### src/rtl/branch_predict_ctrl.sv
// -----------------------------------------------------------------------------
// branch_predict_ctrl
//
// Gshare branch-prediction controller. Holds a pattern history table (PHT) of
// 2-bit saturating counters, a direct-mapped branch target buffer (BTB) and a
// global history register (GHR). IF gets one combinational lookup per cycle,
// EX returns one resolved branch per cycle. After reset or a flush request the
// tables are swept clean one entry per cycle while busy is high.
//
// Ports
//   clk, reset        clock; asynchronous active-high reset
//   flush_tables      synchronous request to re-initialise PHT, BTB and GHR
//   busy              high while the initialisation sweep runs
//   pred_pc           PC of the instruction in IF
//   pred_taken        predicted taken
//   pred_target       predicted next PC
//   pred_index        PHT index used for the prediction (travels down the pipe)
//   upd_valid         resolved branch/jump presented this cycle
//   upd_pc            PC of the resolved instruction
//   upd_index         pred_index captured at prediction time
//   upd_taken         actual outcome
//   upd_target        actual target
//   upd_mispredict    EX detected a misprediction
//   stat_branches     count of accepted updates (wraps)
//   stat_mispredicts  count of accepted mispredicted updates (wraps)
// -----------------------------------------------------------------------------
module branch_predict_ctrl #(
   parameter int unsigned PC_WIDTH   = 32,
   parameter int unsigned INDEX_BITS = 5,
   parameter int unsigned GHR_BITS   = 5
) (
   input  logic                  clk,
   input  logic                  reset,
   input  logic                  flush_tables,
   output logic                  busy,
   input  logic [PC_WIDTH-1:0]   pred_pc,
   output logic                  pred_taken,
   output logic [PC_WIDTH-1:0]   pred_target,
   output logic [INDEX_BITS-1:0] pred_index,
   input  logic                  upd_valid,
   input  logic [PC_WIDTH-1:0]   upd_pc,
   input  logic [INDEX_BITS-1:0] upd_index,
   input  logic                  upd_taken,
   input  logic [PC_WIDTH-1:0]   upd_target,
   input  logic                  upd_mispredict,
   output logic [31:0]           stat_branches,
   output logic [31:0]           stat_mispredicts
);

   localparam int unsigned Entries = 1 << INDEX_BITS;
   localparam int unsigned TagBits = PC_WIDTH - INDEX_BITS - 2;

   typedef enum logic [0:0] {
      StInit,
      StRun
   } state_e;

   // ---------------------------------------------------------------------------
   // Control state
   // ---------------------------------------------------------------------------
   state_e                state_q, state_d;
   logic [INDEX_BITS-1:0] ptr_q, ptr_d;
   logic [GHR_BITS-1:0]   ghr_q, ghr_d;
   logic [31:0]           stat_br_q, stat_br_d;
   logic [31:0]           stat_mis_q, stat_mis_d;

   // ---------------------------------------------------------------------------
   // Tables (no reset: the sweep initialises them)
   // ---------------------------------------------------------------------------
   logic [1:0]          pht_q        [Entries];
   logic                btb_valid_q  [Entries];
   logic [TagBits-1:0]  btb_tag_q    [Entries];
   logic [PC_WIDTH-1:0] btb_target_q [Entries];

   // Single write port per table, selected by the FSM
   logic                  pht_we;
   logic [INDEX_BITS-1:0] pht_waddr;
   logic [1:0]            pht_wdata;
   logic                  btb_we;
   logic [INDEX_BITS-1:0] btb_waddr;
   logic                  btb_wvalid;
   logic [TagBits-1:0]    btb_wtag;
   logic [PC_WIDTH-1:0]   btb_wtarget;

   // ---------------------------------------------------------------------------
   // Prediction path (purely combinational, reads pre-update table contents)
   // ---------------------------------------------------------------------------
   logic [INDEX_BITS-1:0] pred_btb_idx;
   logic [TagBits-1:0]    pred_tag;
   logic [INDEX_BITS-1:0] ghr_ext;
   logic                  btb_hit;
   logic [PC_WIDTH-1:0]   pred_seq_pc;

   always_comb begin
      pred_btb_idx = pred_pc[INDEX_BITS+1:2];
      pred_tag     = pred_pc[PC_WIDTH-1:INDEX_BITS+2];
      ghr_ext      = INDEX_BITS'(ghr_q);
      pred_index   = pred_btb_idx ^ ghr_ext;
      btb_hit      = btb_valid_q[pred_btb_idx] && (btb_tag_q[pred_btb_idx] == pred_tag);
      pred_seq_pc  = pred_pc + PC_WIDTH'(4);
      pred_taken   = (state_q == StRun) && btb_hit && pht_q[pred_index][1];
      pred_target  = pred_taken ? btb_target_q[pred_btb_idx] : pred_seq_pc;
   end

   // ---------------------------------------------------------------------------
   // Update path helpers
   // ---------------------------------------------------------------------------
   logic [1:0] pht_cur;
   logic [1:0] pht_next;

   always_comb begin
      pht_cur  = pht_q[upd_index];
      pht_next = pht_cur;
      if (upd_taken) begin
         if (pht_cur != 2'b11) pht_next = pht_cur + 2'b01;
      end else begin
         if (pht_cur != 2'b00) pht_next = pht_cur - 2'b01;
      end
   end

   // Low PC bits never select a table entry
   logic unused_upd_pc_lsbs;
   assign unused_upd_pc_lsbs = ^upd_pc[1:0];

   // ---------------------------------------------------------------------------
   // Next-state logic
   // ---------------------------------------------------------------------------
   always_comb begin
      state_d     = state_q;
      ptr_d       = ptr_q;
      ghr_d       = ghr_q;
      stat_br_d   = stat_br_q;
      stat_mis_d  = stat_mis_q;
      pht_we      = 1'b0;
      pht_waddr   = upd_index;
      pht_wdata   = pht_next;
      btb_we      = 1'b0;
      btb_waddr   = upd_pc[INDEX_BITS+1:2];
      btb_wvalid  = 1'b1;
      btb_wtag    = upd_pc[PC_WIDTH-1:INDEX_BITS+2];
      btb_wtarget = upd_target;

      unique case (state_q)
         StInit: begin
            // Clear one entry per cycle: weakly not-taken, BTB invalid
            pht_we      = 1'b1;
            pht_waddr   = ptr_q;
            pht_wdata   = 2'b01;
            btb_we      = 1'b1;
            btb_waddr   = ptr_q;
            btb_wvalid  = 1'b0;
            btb_wtag    = '0;
            btb_wtarget = '0;
            ptr_d       = ptr_q + 1'b1;
            if (flush_tables) begin
               ptr_d = '0;
            end else if (ptr_q == {INDEX_BITS{1'b1}}) begin
               state_d = StRun;
            end
         end

         StRun: begin
            if (flush_tables) begin
               // Flush wins over a same-cycle update; stats survive
               state_d = StInit;
               ptr_d   = '0;
               ghr_d   = '0;
            end else if (upd_valid) begin
               pht_we     = 1'b1;
               btb_we     = upd_taken;
               // Shift in the outcome; cast keeps the low GHR_BITS bits
               ghr_d      = GHR_BITS'({ghr_q, upd_taken});
               stat_br_d  = stat_br_q + 32'd1;
               stat_mis_d = stat_mis_q + {31'd0, upd_mispredict};
            end
         end

         default: begin
            state_d = StInit;
            ptr_d   = '0;
         end
      endcase
   end

   // ---------------------------------------------------------------------------
   // Control registers
   // ---------------------------------------------------------------------------
   always_ff @(posedge clk or posedge reset) begin
      if (reset) begin
         state_q    <= StInit;
         ptr_q      <= '0;
         ghr_q      <= '0;
         stat_br_q  <= '0;
         stat_mis_q <= '0;
      end else begin
         state_q    <= state_d;
         ptr_q      <= ptr_d;
         ghr_q      <= ghr_d;
         stat_br_q  <= stat_br_d;
         stat_mis_q <= stat_mis_d;
      end
   end

   // ---------------------------------------------------------------------------
   // Table storage
   // ---------------------------------------------------------------------------
   always_ff @(posedge clk) begin
      if (pht_we) begin
         pht_q[pht_waddr] <= pht_wdata;
      end
      if (btb_we) begin
         btb_valid_q[btb_waddr]  <= btb_wvalid;
         btb_tag_q[btb_waddr]    <= btb_wtag;
         btb_target_q[btb_waddr] <= btb_wtarget;
      end
   end

   // ---------------------------------------------------------------------------
   // Outputs
   // ---------------------------------------------------------------------------
   assign busy             = (state_q == StInit);
   assign stat_branches    = stat_br_q;
   assign stat_mispredicts = stat_mis_q;

endmodule

### config.mk
export PLATFORM = sky130hd
export DESIGN_NAME = branch_predict_ctrl
export DESIGN_NICKNAME = d
export VERILOG_FILES = /design/src/rtl/branch_predict_ctrl.sv
export SDC_FILE = /design/constraint.sdc
export NUM_CORES = 2
export LEC_CHECK = 0
export BUFFER_PORTS_ARGS = -buffer_cell sky130_fd_sc_hd__buf_2
export CORE_MARGIN = 3
export CORE_UTILIZATION = 46
export CTS_CLUSTER_SIZE = 24
export DETAILED_ROUTE_END_ITERATION = 7
export PLACE_DENSITY = 0.67
export SLEW_MARGIN = 15
export SYNTH_ARGS = -nofsm -noshare
export SYNTH_HDL_FRONTEND = slang
export SYNTH_SLANG_ARGS = --single-unit
### constraint.sdc
create_clock -name clk -period 6.8 [get_ports clk]
set_clock_uncertainty 0.1 [all_clocks]
set_input_delay 0.68 -clock clk [delete_from_list [all_inputs] [get_ports clk]]
set_output_delay 0.68 -clock clk [all_outputs]
set_load 0.1 [all_outputs]
==> flow_metrics.tcl <==
set metrics [dict create \
    status "completed" \
    initialDrtViolationCount 4815 \
    crit_fanout 8 \
    via_per_inst 6.17 \
    grt_pass1_wl_mm 294 \
    yosysTopAreaCell "edfxtp_1" \
    wl_per_cell_um 32.3 \
    synth-seq-area-share_pct 75.8 \
    numCtsBuffers 194 \
    fp.dieW_um 419 \
    insertion_delay_ps 830 \
    path_delay_family "simple AND/OR/NAND/NOR gates" \
    synthToLayoutAreaGrowth_pct 14.4 \
    synth-edff-count 1920 \
    grt_util_all_layers_pct 23.7 \
    wl_mm 207 \
    dp.cells 6026 \
    utilization_pct 53.0 \
    clockRootBuffer "clkbuf_16" \
    cts_tree "built" \
    synth.most_common_cell "edfxtp_1" \
    max_freq_mhz 162 \
    pwr-share-clk_pct 41.6 \
    cp-start-kind "flip-flop" \
    synth_async_sr_flop_share_pct 3.76 \
    grt-ovfl-total 0 \
    clock_path_buffers 3 \
    path_common_cell "mux2i_1" \
    critPathBufInv 3 \
    synth_area_leaders "edfxtp_1 (73%), mux4_2 (15%), dfrtp_1 (2.4%), mux2i_1 (1.9%), xnor2_1 (0.80%)" \
    dr_total_vias 39500 \
    fin_area_mm2 0.0898 \
    portBuffers 207 \
    fill_cells 12900 \
    powerDensity_mw_per_mm2 284 \
    gp_congestion 0.852 \
    rsz0062_at_grt "false" \
    vdd_drop_max_mv 0.230 \
    dieArea_mm2 0.176 \
    power.leakage_nw 30.0 \
    drive_gt1_share_pct 28.7 \
    postSynthAreaPerCell_um2 21.6 \
    ys_top_cells_by_count "edfxtp_1 (1920), mux4_2 (512), mux2i_1 (149), nand2_1 (126), nor2_1 (120)" \
    grt_max_degree 100 \
    ys_ff_latch 1995 \
    synthesis.instances 3633 \
    syn_nets 3746 \
    relSlewSlack_pct 21.5 \
    slowest_stage "nor4b_1" \
    period_share_pct 90.8 \
    stdcell_count 6403 \
    cp-end-kind "primary output" \
    cts.htree.levels 4 \
    switchingPower_mw 5.51 \
    max_stage_delay_ps 610 \
    ant_nets 0 \
    worstMarginPinSlew_ps 1180 \
    finalHoldViolCount 0 \
    comb_power_share_pct 5.6 \
    max-cap-violations 0 \
    switching_share_pct 21.6 \
    dr.pass1.iters 5 \
    grt_pass1_vias 39800 \
    total_power_mw 25.5 \
    synth.distinct_cells 75 \
    core_area_mm2 0.169 \
    ys.warnings.count 0 \
    synth_top_cell_area_share_pct 73.4 \
    placed_area_mm2 0.0835 \
    start_util_pct 46.4 \
    pin_count 210 \
    internal_power_mw 20.0 \
    slew_viol_final 0 \
    critPathArrivalTime_ps 5390 \
    setup_viol 0 \
    final_nets 4120 \
    worstPathRequired_ps 6020 \
    min_period_ps 6170 \
    syn_area_mm2 0.0786 \
    cts.sinks 1995 \
    crit_chain "xnor2_1 -> clkinv_1 -> mux4_2 -> mux2i_1 -> mux2i_1 -> o32ai_1 -> nor4b_1 -> or4b_4 -> nor2_8 -> buf_4 -> mux2i_1 -> buf_12" \
    fin_setup_tns_ps 0 \
    rows 151 \
    drc 0 \
    clkTransAtPathRegs_ps 60 \
    seqPwrFrac_pct 52.7 \
    place_hpwl_mm 117 \
    antenna_found_initial 15 \
    synth_ff_type "edfxtp_1" \
    die_h_um 419 \
    crit_type "flip-flop to primary output" \
    hold_path_class "input pin to async pin" \
]
==> stage by stage <==
step	setup WS, ps	hold WS [ps]
after global routing	587	97.6
after global placement	814	354
after CTS	689	13.5
after detailed placement	809	351
after floorplan	83.0	388
final	626	32.6
==> cell families (layout without fill, tap and decap cells) <==
group                      after synthesis  after routing  synth area share [%]
buffers and inverters                  192            735                  1.34
adders and majority gates                6              6                0.0956
DFF                                   1995           1995                  75.8
AOI/OAI and AO/OA                      185            185                  1.73
other                                    0              9                     0
muxes                                  674            674                  16.8
xor gates and xnor gates               113            113                  1.28
and+or+nand+nor                        468            468                  2.98
==> power by group through the flow <==
stage / logic, mW / registers [mW] / clock network (mW)
global route: 1.49 / 13.5 / 11.2
global placement: 1.43 / 13.7 / 0
CTS: 1.44 / 13.5 / 10.8
finish: 1.43 / 13.5 / 10.6
floorplan: 0.887 / 13.7 / 0
detailed placement: 1.44 / 13.7 / 0
==> worst min-delay path: stages <==
cell and delay [ps]:
buf_2 100, inv_2 30, buf_4 710
==> cell usage in the layout (no fill, tap or decap), types with 12 or more instances in the layout <==
master and instances:
a21oi_1 24, a22o_1 13, a22oi_1 19, and2_1 61, and3_1 20, buf_12 55, buf_2 171, buf_4 120
bufinv_16 18, clkbuf_1 52, clkbuf_16 196, clkinv_1 46, clkinv_2 36, dfrtp_1 74, edfxtp_1 1920, inv_1 13
mux2i_1 149, mux4_2 512, nand2_1 126, nand3_1 42, nand4_1 26, nor2_1 87, nor2_4 32, nor2b_1 12
nor3_1 15, o221ai_1 16, o22ai_1 32, xnor2_1 72, xor2_1 40
==> flip-flops by register name, indices dropped and copies added (netlist names) <==
signal and cells:
btb_target_q 1024, pht_q 64, btb_valid_q 32, btb_tag_q 800, stat_branches 32, stat_mispredicts 32, ghr_ext 5, state_q 1
ptr_q 5
==> metal layers <==
metal	share of wire (%)	up-vias	wire (um)	track usage [%]
li1	-	16000	-	-
met5	0.013	-	27	0
met1	38	21200	78500	32.0
met3	8.7	336	18000	4.61
met4	3.6	4	7430	8.44
met2	50	1962	103000	38.9
==> path summary, 6_finish.rpt <==
path | to | startpoint | cells past startpoint | slack [ps]
worst max-delay path | pred_target[4] | ghr_ext[1]$_DFFE_PP0P_ | 12 | 630
worst min-delay path | stat_branches[28]$_DFFE_PP0P_ | reset | 3 | 30
worst max register to register | btb_target_q[16][15]$_DFFE_PP_ | state_q$_DFF_PP0_ | 6 | 2460
worst min register to register | stat_mispredicts[31]$_DFFE_PP0P_ | stat_mispredicts[31]$_DFFE_PP0P_ | 1 | 370
max in group asynchronous | state_q$_DFF_PP0_ | reset | 3 | 5780
min in group clk | ghr_ext[0]$_DFFE_PP0P_ | upd_taken | 3 | 210
==> timing repair <==
item,in CTS,in global routing
hold buffers,2,0
setup buffers,0,0
endpoints found under the setup margin,0,0
endpoints found under the hold margin,4,0
gates resized for setup,0,0
==> final cells by class <==
class	instances	area [um^2]	area share (%)
sequential	1995	59500	66.3
multi-input combinational	1446	18200	20.3
clock buffer	248	5100	5.68
timing repair buffer	352	2940	3.27
tap	2218	2780	3.09
clock inverter	117	1170	1.31
inverter	18	75.1	0.0836
antenna	9	22.5	0.0251
Power figures use the tool's default switching activity.
